## src/rtl/wb_master_bridge_if.sv

```systemverilog
// Wishbone B4 classic bus between the bridge (master) and a slave.
// Signal names follow the master's point of view.
interface wb_master_bridge_if;
    logic        wb_cyc_o;
    logic        wb_stb_o;
    logic        wb_we_o;
    logic [3:0]  wb_sel_o;
    logic [29:0] wb_adr_o;
    logic [31:0] wb_dat_o;
    logic [31:0] wb_dat_i;
    logic        wb_ack_i;
    logic        wb_err_i;

    modport master (
        output wb_cyc_o, wb_stb_o, wb_we_o, wb_sel_o, wb_adr_o, wb_dat_o,
        input  wb_dat_i, wb_ack_i, wb_err_i
    );

    modport slave (
        input  wb_cyc_o, wb_stb_o, wb_we_o, wb_sel_o, wb_adr_o, wb_dat_o,
        output wb_dat_i, wb_ack_i, wb_err_i
    );
endinterface

```

## src/rtl/wb_master_bridge.sv

```systemverilog
// Turns memory-controller rd/wr strobes into single-word Wishbone
// classic cycles, ending on ack, err or a local timeout.
module wb_master_bridge #(
    parameter int unsigned TIMEOUT_CYCLES = 255
) (
    input  logic                      clk,
    input  logic                      rst,
    input  logic                      rd,
    input  logic                      wr,
    input  logic [29:0]               addr_i,
    input  logic [31:0]               data_i,
    output logic [31:0]               data_o,
    output logic                      busy,
    output logic                      data_av,
    output logic                      err_o,
    wb_master_bridge_if.master        wb
);

    localparam int unsigned CW =
        (TIMEOUT_CYCLES < 1) ? 1 : $clog2(TIMEOUT_CYCLES + 1);

    typedef enum logic [1:0] {
        IDLE,
        BUS,
        DONE
    } state_e;

    state_e        state_q, state_d;
    logic [29:0]   adr_q, adr_d;
    logic [31:0]   dat_q, dat_d;
    logic          we_q, we_d;
    logic [31:0]   dout_q, dout_d;
    logic          err_q, err_d;
    logic [CW-1:0] cnt_q, cnt_d;
    logic          tmo;

    always_ff @(posedge clk or posedge rst) begin
        if (rst) begin
            state_q <= IDLE;
            adr_q   <= '0;
            dat_q   <= '0;
            we_q    <= 1'b0;
            dout_q  <= '0;
            err_q   <= 1'b0;
            cnt_q   <= '0;
        end else begin
            state_q <= state_d;
            adr_q   <= adr_d;
            dat_q   <= dat_d;
            we_q    <= we_d;
            dout_q  <= dout_d;
            err_q   <= err_d;
            cnt_q   <= cnt_d;
        end
    end

    always_comb begin
        state_d = state_q;
        adr_d   = adr_q;
        dat_d   = dat_q;
        we_d    = we_q;
        dout_d  = dout_q;
        err_d   = err_q;
        cnt_d   = cnt_q;
        tmo     = 1'b0;
        unique case (state_q)
            IDLE: begin
                if (rd ^ wr) begin
                    adr_d   = addr_i;
                    dat_d   = data_i;
                    we_d    = wr;
                    cnt_d   = '0;
                    err_d   = 1'b0;
                    state_d = BUS;
                end
            end
            BUS: begin
                if (cnt_q != '1) cnt_d = cnt_q + CW'(1);
                tmo = (TIMEOUT_CYCLES != 0) &&
                      (cnt_q == CW'(TIMEOUT_CYCLES));
                // err beats ack; ack beats a timeout in the same cycle
                if (wb.wb_err_i || (tmo && !wb.wb_ack_i)) begin
                    state_d = DONE;
                    err_d   = 1'b1;
                    if (!we_q) dout_d = '0;
                end else if (wb.wb_ack_i) begin
                    state_d = DONE;
                    err_d   = 1'b0;
                    if (!we_q) dout_d = wb.wb_dat_i;
                end
            end
            DONE: begin
                state_d = IDLE;
            end
            default: begin
                state_d = IDLE;
            end
        endcase
    end

    assign wb.wb_cyc_o = (state_q == BUS);
    assign wb.wb_stb_o = (state_q == BUS);
    assign wb.wb_sel_o = (state_q == BUS) ? 4'hF : 4'h0;
    assign wb.wb_we_o  = we_q;
    assign wb.wb_adr_o = adr_q;
    assign wb.wb_dat_o = dat_q;
    assign busy        = (state_q == BUS);
    assign data_av     = (state_q == DONE);
    assign err_o       = (state_q == DONE) && err_q;
    assign data_o      = dout_q;

endmodule
```

## src/flat_wrapper.sv

```systemverilog
// flat-port wrapper written by rule: the top's interface ports become plain ports
module wb_master_bridge_flat 
#(
    parameter int unsigned TIMEOUT_CYCLES = 255
)
  (clk, rst, rd, wr, addr_i, data_i, data_o, busy, data_av, err_o, wb_wb_cyc_o, wb_wb_stb_o, wb_wb_we_o, wb_wb_sel_o, wb_wb_adr_o, wb_wb_dat_o, wb_wb_dat_i, wb_wb_ack_i, wb_wb_err_i);
  wb_master_bridge_if wb_i ();
  input  logic clk;
  input  logic rst;
  input  logic rd;
  input  logic wr;
  input  logic [29:0] addr_i;
  input  logic [31:0] data_i;
  output logic [31:0] data_o;
  output logic busy;
  output logic data_av;
  output logic err_o;
  output wire logic [$bits(wb_i.wb_cyc_o)-1:0] wb_wb_cyc_o;
  output wire logic [$bits(wb_i.wb_stb_o)-1:0] wb_wb_stb_o;
  output wire logic [$bits(wb_i.wb_we_o)-1:0] wb_wb_we_o;
  output wire logic [$bits(wb_i.wb_sel_o)-1:0] wb_wb_sel_o;
  output wire logic [$bits(wb_i.wb_adr_o)-1:0] wb_wb_adr_o;
  output wire logic [$bits(wb_i.wb_dat_o)-1:0] wb_wb_dat_o;
  input wire logic [$bits(wb_i.wb_dat_i)-1:0] wb_wb_dat_i;
  input wire logic [$bits(wb_i.wb_ack_i)-1:0] wb_wb_ack_i;
  input wire logic [$bits(wb_i.wb_err_i)-1:0] wb_wb_err_i;
  assign wb_wb_cyc_o = wb_i.wb_cyc_o;
  assign wb_wb_stb_o = wb_i.wb_stb_o;
  assign wb_wb_we_o = wb_i.wb_we_o;
  assign wb_wb_sel_o = wb_i.wb_sel_o;
  assign wb_wb_adr_o = wb_i.wb_adr_o;
  assign wb_wb_dat_o = wb_i.wb_dat_o;
  assign wb_i.wb_dat_i = wb_wb_dat_i;
  assign wb_i.wb_ack_i = wb_wb_ack_i;
  assign wb_i.wb_err_i = wb_wb_err_i;
  wb_master_bridge #(.TIMEOUT_CYCLES(TIMEOUT_CYCLES)) u_core (.clk(clk), .rst(rst), .rd(rd), .wr(wr), .addr_i(addr_i), .data_i(data_i), .data_o(data_o), .busy(busy), .data_av(data_av), .err_o(err_o), .wb(wb_i));
endmodule
```

## config.mk

```make
export PLATFORM = sky130hd
export DESIGN_NAME = wb_master_bridge_flat
export DESIGN_NICKNAME = d
export VERILOG_FILES = /design/src/rtl/wb_master_bridge_if.sv /design/src/rtl/wb_master_bridge.sv /design/src/flat_wrapper.sv
export SDC_FILE = /design/constraint.sdc
export NUM_CORES = 1
export LEC_CHECK = 0
export ABC_AREA = 0
export CAP_MARGIN = 15
export CELL_PAD_IN_SITES_DETAIL_PLACEMENT = 2
export CELL_PAD_IN_SITES_GLOBAL_PLACEMENT = 2
export CORE_ASPECT_RATIO = 1.75
export CORE_MARGIN = 10
export CORE_UTILIZATION = 30
export CTS_CLUSTER_DIAMETER = 30
export CTS_CLUSTER_SIZE = 28
export DETAILED_ROUTE_END_ITERATION = 16
export DONT_BUFFER_PORTS = 1
export PLACE_DENSITY = 0.75
export SYNTH_ARGS = -nofsm -noshare
export SYNTH_HDL_FRONTEND = slang
export SYNTH_SLANG_ARGS = --single-unit
```

## constraint.sdc

```tcl
create_clock -name clk -period 4.08 [get_ports clk]
set_input_delay 1.02 -clock clk [delete_from_list [all_inputs] [get_ports clk]]
set_output_delay 1.02 -clock clk [all_outputs]
set_load 0.005 [all_outputs]
```

==> results of run 1 <==
power breakdown:
group | internal, mW | leakage (nW) | total [mW] | switching (mW)
combinational | 0.311 | 0.837 | 0.785 | 0.475
sequential | 1.50 | 1.35 | 1.96 | 0.454
clock | 0.432 | 0.142 | 0.865 | 0.433
total | 2.25 | 2.33 | 3.61 | 1.36
synthesized netlist by cell type:
library cell and count:
a21o_1 1, nand2_1 187, xnor2_1 2, o31ai_2 1, clkbuf_1 6, and3_1 1, buf_4 6, nand4_4 1
o311ai_0 1, nor2_1 9, and2_1 2, o21ai_2 1, o41ai_1 1, a211oi_1 1, dfrtp_1 106, nor3_1 4
buf_6 7, o211ai_1 3, nand3_1 3, xor2_1 2, nor4b_4 1, a22o_1 32, o21ai_0 3, and4b_1 1
o31ai_1 1, nor2_4 1, nor3b_1 1, nor2b_1 1, a21oi_1 4, ha_1 1, nand2b_1 2, inv_1 4
buf_2 9, nand3_2 1, o2111ai_1 1
cell families after synthesis:
family                     count (synthesis)
xor gates and xnor gates                   4
DFF                                      106
adders and majority gates                  1
and+or+nand+nor                          215
AOI/OAI and AO/OA                         50
buffers and inverters                     32
per-layer routing:
layer | GRT usage, % | vias to the layer above
met1 | 11.5 | 1480
met4 | 4.30 | 0
li1 | - | 1297
met5 | 0 | -
met2 | 26.6 | 100
met3 | 4.60 | 8
stage by stage:
step | instances | utilization [%] | total power [mW] | setup WS, ns | cell area, um^2
after detailed placement | 564 | 31.1 | 2.81 | 1.36 | 4310
final | 581 | 33.5 | 3.61 | 1.45 | 4630
after floorplan | 408 | - | 2.48 | 0.271 | 4210
after global placement | 564 | 31.1 | 2.71 | 1.45 | 4310
after CTS | 580 | 33.3 | 3.69 | 1.43 | 4600
after global routing | 581 | 33.5 | 3.90 | 1.29 | 4630
how the worst max path moves through the flow:
stage / from / end / slack, ns / depth (start not counted)
CTS: u_core.state_q[1] / busy / 1.43 / 2
detailed placement: wr / u_core.wb.wb_dat_o[3] / 1.36 / 5
floorplan: rst / u_core.cnt_q[0] / 0.27 / 1
global route: u_core.state_q[1] / wb_wb_sel_o[2] / 1.29 / 2
finish: u_core.state_q[1] / wb_wb_stb_o / 1.45 / 2
global placement: wr / u_core.wb.wb_dat_o[11] / 1.45 / 5
area by class of cell:
class	count	share of cell area [%]
Sequential cell	106	57.3
Multi-Input combinational cell	270	29.5
Clock buffer	9	4.87
Tap cell	177	4.79
Timing Repair Buffer	8	1.73
Clock inverter	7	1.46
Inverter	4	0.378
registers in the layout (all words and copies together), names as in the netlist:
name                cells
u_core.cnt_q            8
u_core.data_o          32
u_core.err_q            1
u_core.state_q          2
u_core.wb.wb_adr_o     30
u_core.wb.wb_dat_o     32
u_core.wb.wb_we_o       1
worst max-delay path: cells and delay by family (launching register included):
family,cells,cell delay [ns]
DFF,1,0.44
and+or+nand+nor,1,0.36
buffers and inverters,1,0.47
==> impl_metrics.ini, run 1 <==
[status]
status = completed

[clock_tree]
cts.clk_slew.worst_paths_ns = 0.08
cts-root-buf = clkbuf_16
cts_buffers = 9
clock-sinks = 106
cts_tree = built
clockBufferDepth = 2
cts_setup_buffers = 0
hold_buffers = 0
htreeDepth = 3
clk_latency_ns = 0.35
post_cts_resize_count = 0

[die]
start_util_pct = 30.4
rows = 57
die_h_um = 177
core_um2 = 13800
io_pins = 204
die_x_um = 110
die_area_um2 = 19300

[timing]
finalMaxSlewViolations = 0
finalCritPeriodShare_pct = 64.4
max_freq_mhz = 381
finalHoldViolCount = 0
setup_violations = 0
whs_ns = 0.503
rsz0062_at_grt = false
fin_skew_ns = 0.0165
maxSlewHeadroom_pct = 37.3
setup-tns-final_ns = 0
layout_min_cycle_time_ns = 2.63
tightest_slew_ns = 0.941

[layout]
fin_nets = 500
multi_input_area_um2 = 1360
antenna_cells = 0
final_cell_mix = 187 x nand2_1, 106 x dfrtp_1, 32 x a22o_1
drive_gt1_share_pct = 8.17
areaGrowthSynthToFinish_pct = 10.0
seq_area_um2 = 2650
nFillCells = 1530
final_common_cell = nand2_1

[worst_setup_path]
rrSetupSlack_ns = 1.95
critPathMaxStageDelay_ns = 0.47
crit_arrival_ns = 1.61
start_kind = register
slowest_stage = inv_1
worstPathMaxFanout = 11
path_cells = nand2b_1, inv_1
ff2ff_path_depth = 5
r2r_start = u_core.state_q[1]
worstPathRequired_ns = 3.06
critPathKind = reg2out
worstReg2RegEnd = u_core.cnt_q[6]
crit_path_end_kind = output port

[detailed_routing]
dr.pass1.iters = 4
wl_met1_mm = 3.89
routed_wl_mm = 13.1
drtIter0Drc = 88
drc = 0
dr_wl_met3_mm = 1.03
vias = 2885
top_layer = met4
postRouteAntennaNets = 0
avgRoutedWirePerCell_um = 22.5
vias_per_cell = 4.97
wl_met2_mm = 7.96

[synthesis]
synthesis.instances = 408
synth_compound_gate_area_share_pct = 9.70
synthSimpleGateAreaFrac_pct = 21.2
yosys.area_share.xor_xnor_pct = 0.833
synthAdderAreaFrac_pct = 0.297
syn-cell-area_um2 = 4210
synthDistinctLibCells = 35
synth_nets = 509
yosys.area.top_type = dfrtp_1
synth_top_family_by_area = simple AND/OR/NAND/NOR gates
yosysWarnings = 0
syn_area_per_cell_um2 = 10.3
synth_area_leaders = dfrtp_1 63%, nand2_1 17%, a22o_1 6.7%
synth-seq-cells = 106
yosys.area.top_type_share_pct = 63.1
synth_seq_area_share_pct = 63.1
synthMuxAreaShare_pct = 0

[grt]
grt_pass1_wl_mm = 19.9
antenna_found_initial = 0
grt_pass1_vias = 3439
grt_max_degree = 46
overflow = 0
grtUsageTotal_pct = 13.3

[placed_design]
numPortBuffers = 0
hpwl_mm = 10.1
globalplace.congestion = 0.762

[power_and_ir_drop]
power_leakage_nw = 2.33
peakVddDrop_uv = 215
powerDensity_nw_per_um2 = 780

[flow_run]
drv_cap = 0

[min_path]
hold_class = in2async
(Power assumes the default switching activity.)
==> run 2, diff against run 1 <==
- PLACE_DENSITY: 0.75 -> 0.78
- clock period: 4.08 -> 2.4 ns (I/O delays scaled with it)
==> run 2 against run 1 <==
Effect of this change:
- total power increased by 72%
- sequential cell count unchanged
- largest cell class unchanged
- highest routed layer unchanged
- via count up 1.8%
- sequential power is 70% higher
- clock-buffer cell count stayed put
- non-clock buffer count is 2 higher
- core utilization up 0.36 points
- clock power rose by 77%
==> impl_metrics.ini, run 2 (same netlist as run 1, synthesis figures left out) <==
[layout]
multi_input_area_um2 = 1360
nFillCells = 1539
seq_area_um2 = 2650
final_common_cell = nand2_1
final_cell_mix = 187 x nand2_1, 106 x dfrtp_1, 32 x a22o_1
antenna_cells = 0
areaGrowthSynthToFinish_pct = 11.2
drive_gt1_share_pct = 8.62
fin_nets = 502

[timing]
setup-tns-final_ns = 0
layout_min_cycle_time_ns = 2.02
fin_skew_ns = 0.0152
rsz0062_at_grt = false
finalHoldViolCount = 0
max_freq_mhz = 495
finalCritPeriodShare_pct = 84.1
setup_violations = 0
maxSlewHeadroom_pct = 57.6
finalMaxSlewViolations = 0
tightest_slew_ns = 0.634

[worst_setup_path]
rrSetupSlack_ns = 0.38
cp_top_family = flip-flops
crit_path_end_kind = output port
crit_arrival_ns = 1.42
worstReg2RegEnd = u_core.cnt_q[6]
start_kind = register
critPathBufInv = 1
worstPathRequired_ns = 1.80
worst-path-stages = 2
path_cells = nand2b_1, inv_1
crit_end = busy
r2r_start = u_core.state_q[1]
critPathKind = reg2out
ff2ff_path_depth = 5
slowest_stage = dfrtp_1
critPathMaxStageDelay_ns = 0.47
worstPathMaxFanout = 11
cp-startpoint = u_core.state_q[1]

[detailed_routing]
routed_wl_mm = 13.2
postRouteAntennaNets = 0
dr.pass1.iters = 4
vias = 2938
drtIter0Drc = 56
avgRoutedWirePerCell_um = 22.6
drc = 0
vias_per_cell = 5.04

[die]
core_um2 = 13800
start_util_pct = 30.4
die_x_um = 110
rows = 57
io_pins = 204
die_h_um = 177
die_area_um2 = 19300

[grt]
grt_pass1_vias = 3460
grt_max_degree = 52
antenna_found_initial = 0
grt_pass1_wl_mm = 20.0
grtUsageTotal_pct = 13.4
overflow = 0

[placed_design]
globalplace.congestion = 0.721
numPortBuffers = 0
hpwl_mm = 10.1

[flow_run]
drv_cap = 0

[min_path]
hold_class = in2async

[clock_tree]
cts_buffers = 9
cts.clk_slew.worst_paths_ns = 0.09
post_cts_resize_count = 0
hold_buffers = 0
clk_latency_ns = 0.35
cts_setup_buffers = 0
htreeDepth = 3
cts-root-buf = clkbuf_16
clock-sinks = 106
cts_tree = built
clockBufferDepth = 2

[power_and_ir_drop]
powerDensity_nw_per_um2 = 1330
p_total_mw = 6.22
power_leakage_nw = 2.35
peakVddDrop_uv = 442

[status]
status = completed
-- run 2: cell types whose count changed in the layout (fill, tap and decap cells not counted) --
cell	previous run	this run
clkinv_8	0	3
clkinv_4	2	0
inv_4	1	0
buf_4	7	8
inv_6	1	2
buf_12	0	1
inv_8	3	2
-- run 2: worst min-delay path by stage --
stage | end | start
floorplan | u_core.wb.wb_adr_o[0] | u_core.wb.wb_adr_o[0]
global placement | u_core.wb.wb_dat_o[22] | u_core.wb.wb_dat_o[22]
detailed placement | u_core.wb.wb_dat_o[17] | u_core.wb.wb_dat_o[17]
CTS | u_core.data_o[12] | rst
global route | u_core.data_o[12] | rst
finish | u_core.data_o[12] | rst
-- run 2: metal layers --
layer	vias to the layer above	global-route usage (%)	share of wire, %
met2	98	25.4	59
li1	1303	-	-
met5	-	0	0
met1	1521	12.3	30
met4	0	5.17	2.7
met3	16	4.92	8.1
-- run 2: report_power, final --
part / switching (mW) / internal, mW
Clock: 0.777 / 0.755
Sequential: 0.779 / 2.56
Combinational: 0.815 / 0.539
Total: 2.37 / 3.85
-- run 2: cell type report --
type | instances | area share (%)
clock inverters | 7 | 1.90
multi-input cells | 270 | 29.2
repair buffers | 10 | 2.30
well taps | 177 | 4.73
flip-flops and latches | 106 | 56.7
inverters | 4 | 0.401
clock buffers | 9 | 4.81
-- run 2: through the flow --
step	cells	hold WS [ns]	util, %	setup slack (ns)	area, um^2
final	583	0.190	33.8	0.381	4680
after floorplan	408	0.470	-	0.526	4210
after detailed placement	566	0.515	31.3	0.147	4340
after CTS	582	0.202	33.6	0.137	4650
after global placement	566	0.499	31.3	0.292	4340
after global routing	583	0.226	33.8	0.166	4680
-- run 2: worst register-to-register path, stage by stage, from the launching register on --
cell	delay (ns)
dfrtp_1	0.47
nand2b_1	0.19
inv_1	0.41
o21ai_2	0.22
o311ai_0	0.42
o41ai_1	0.16
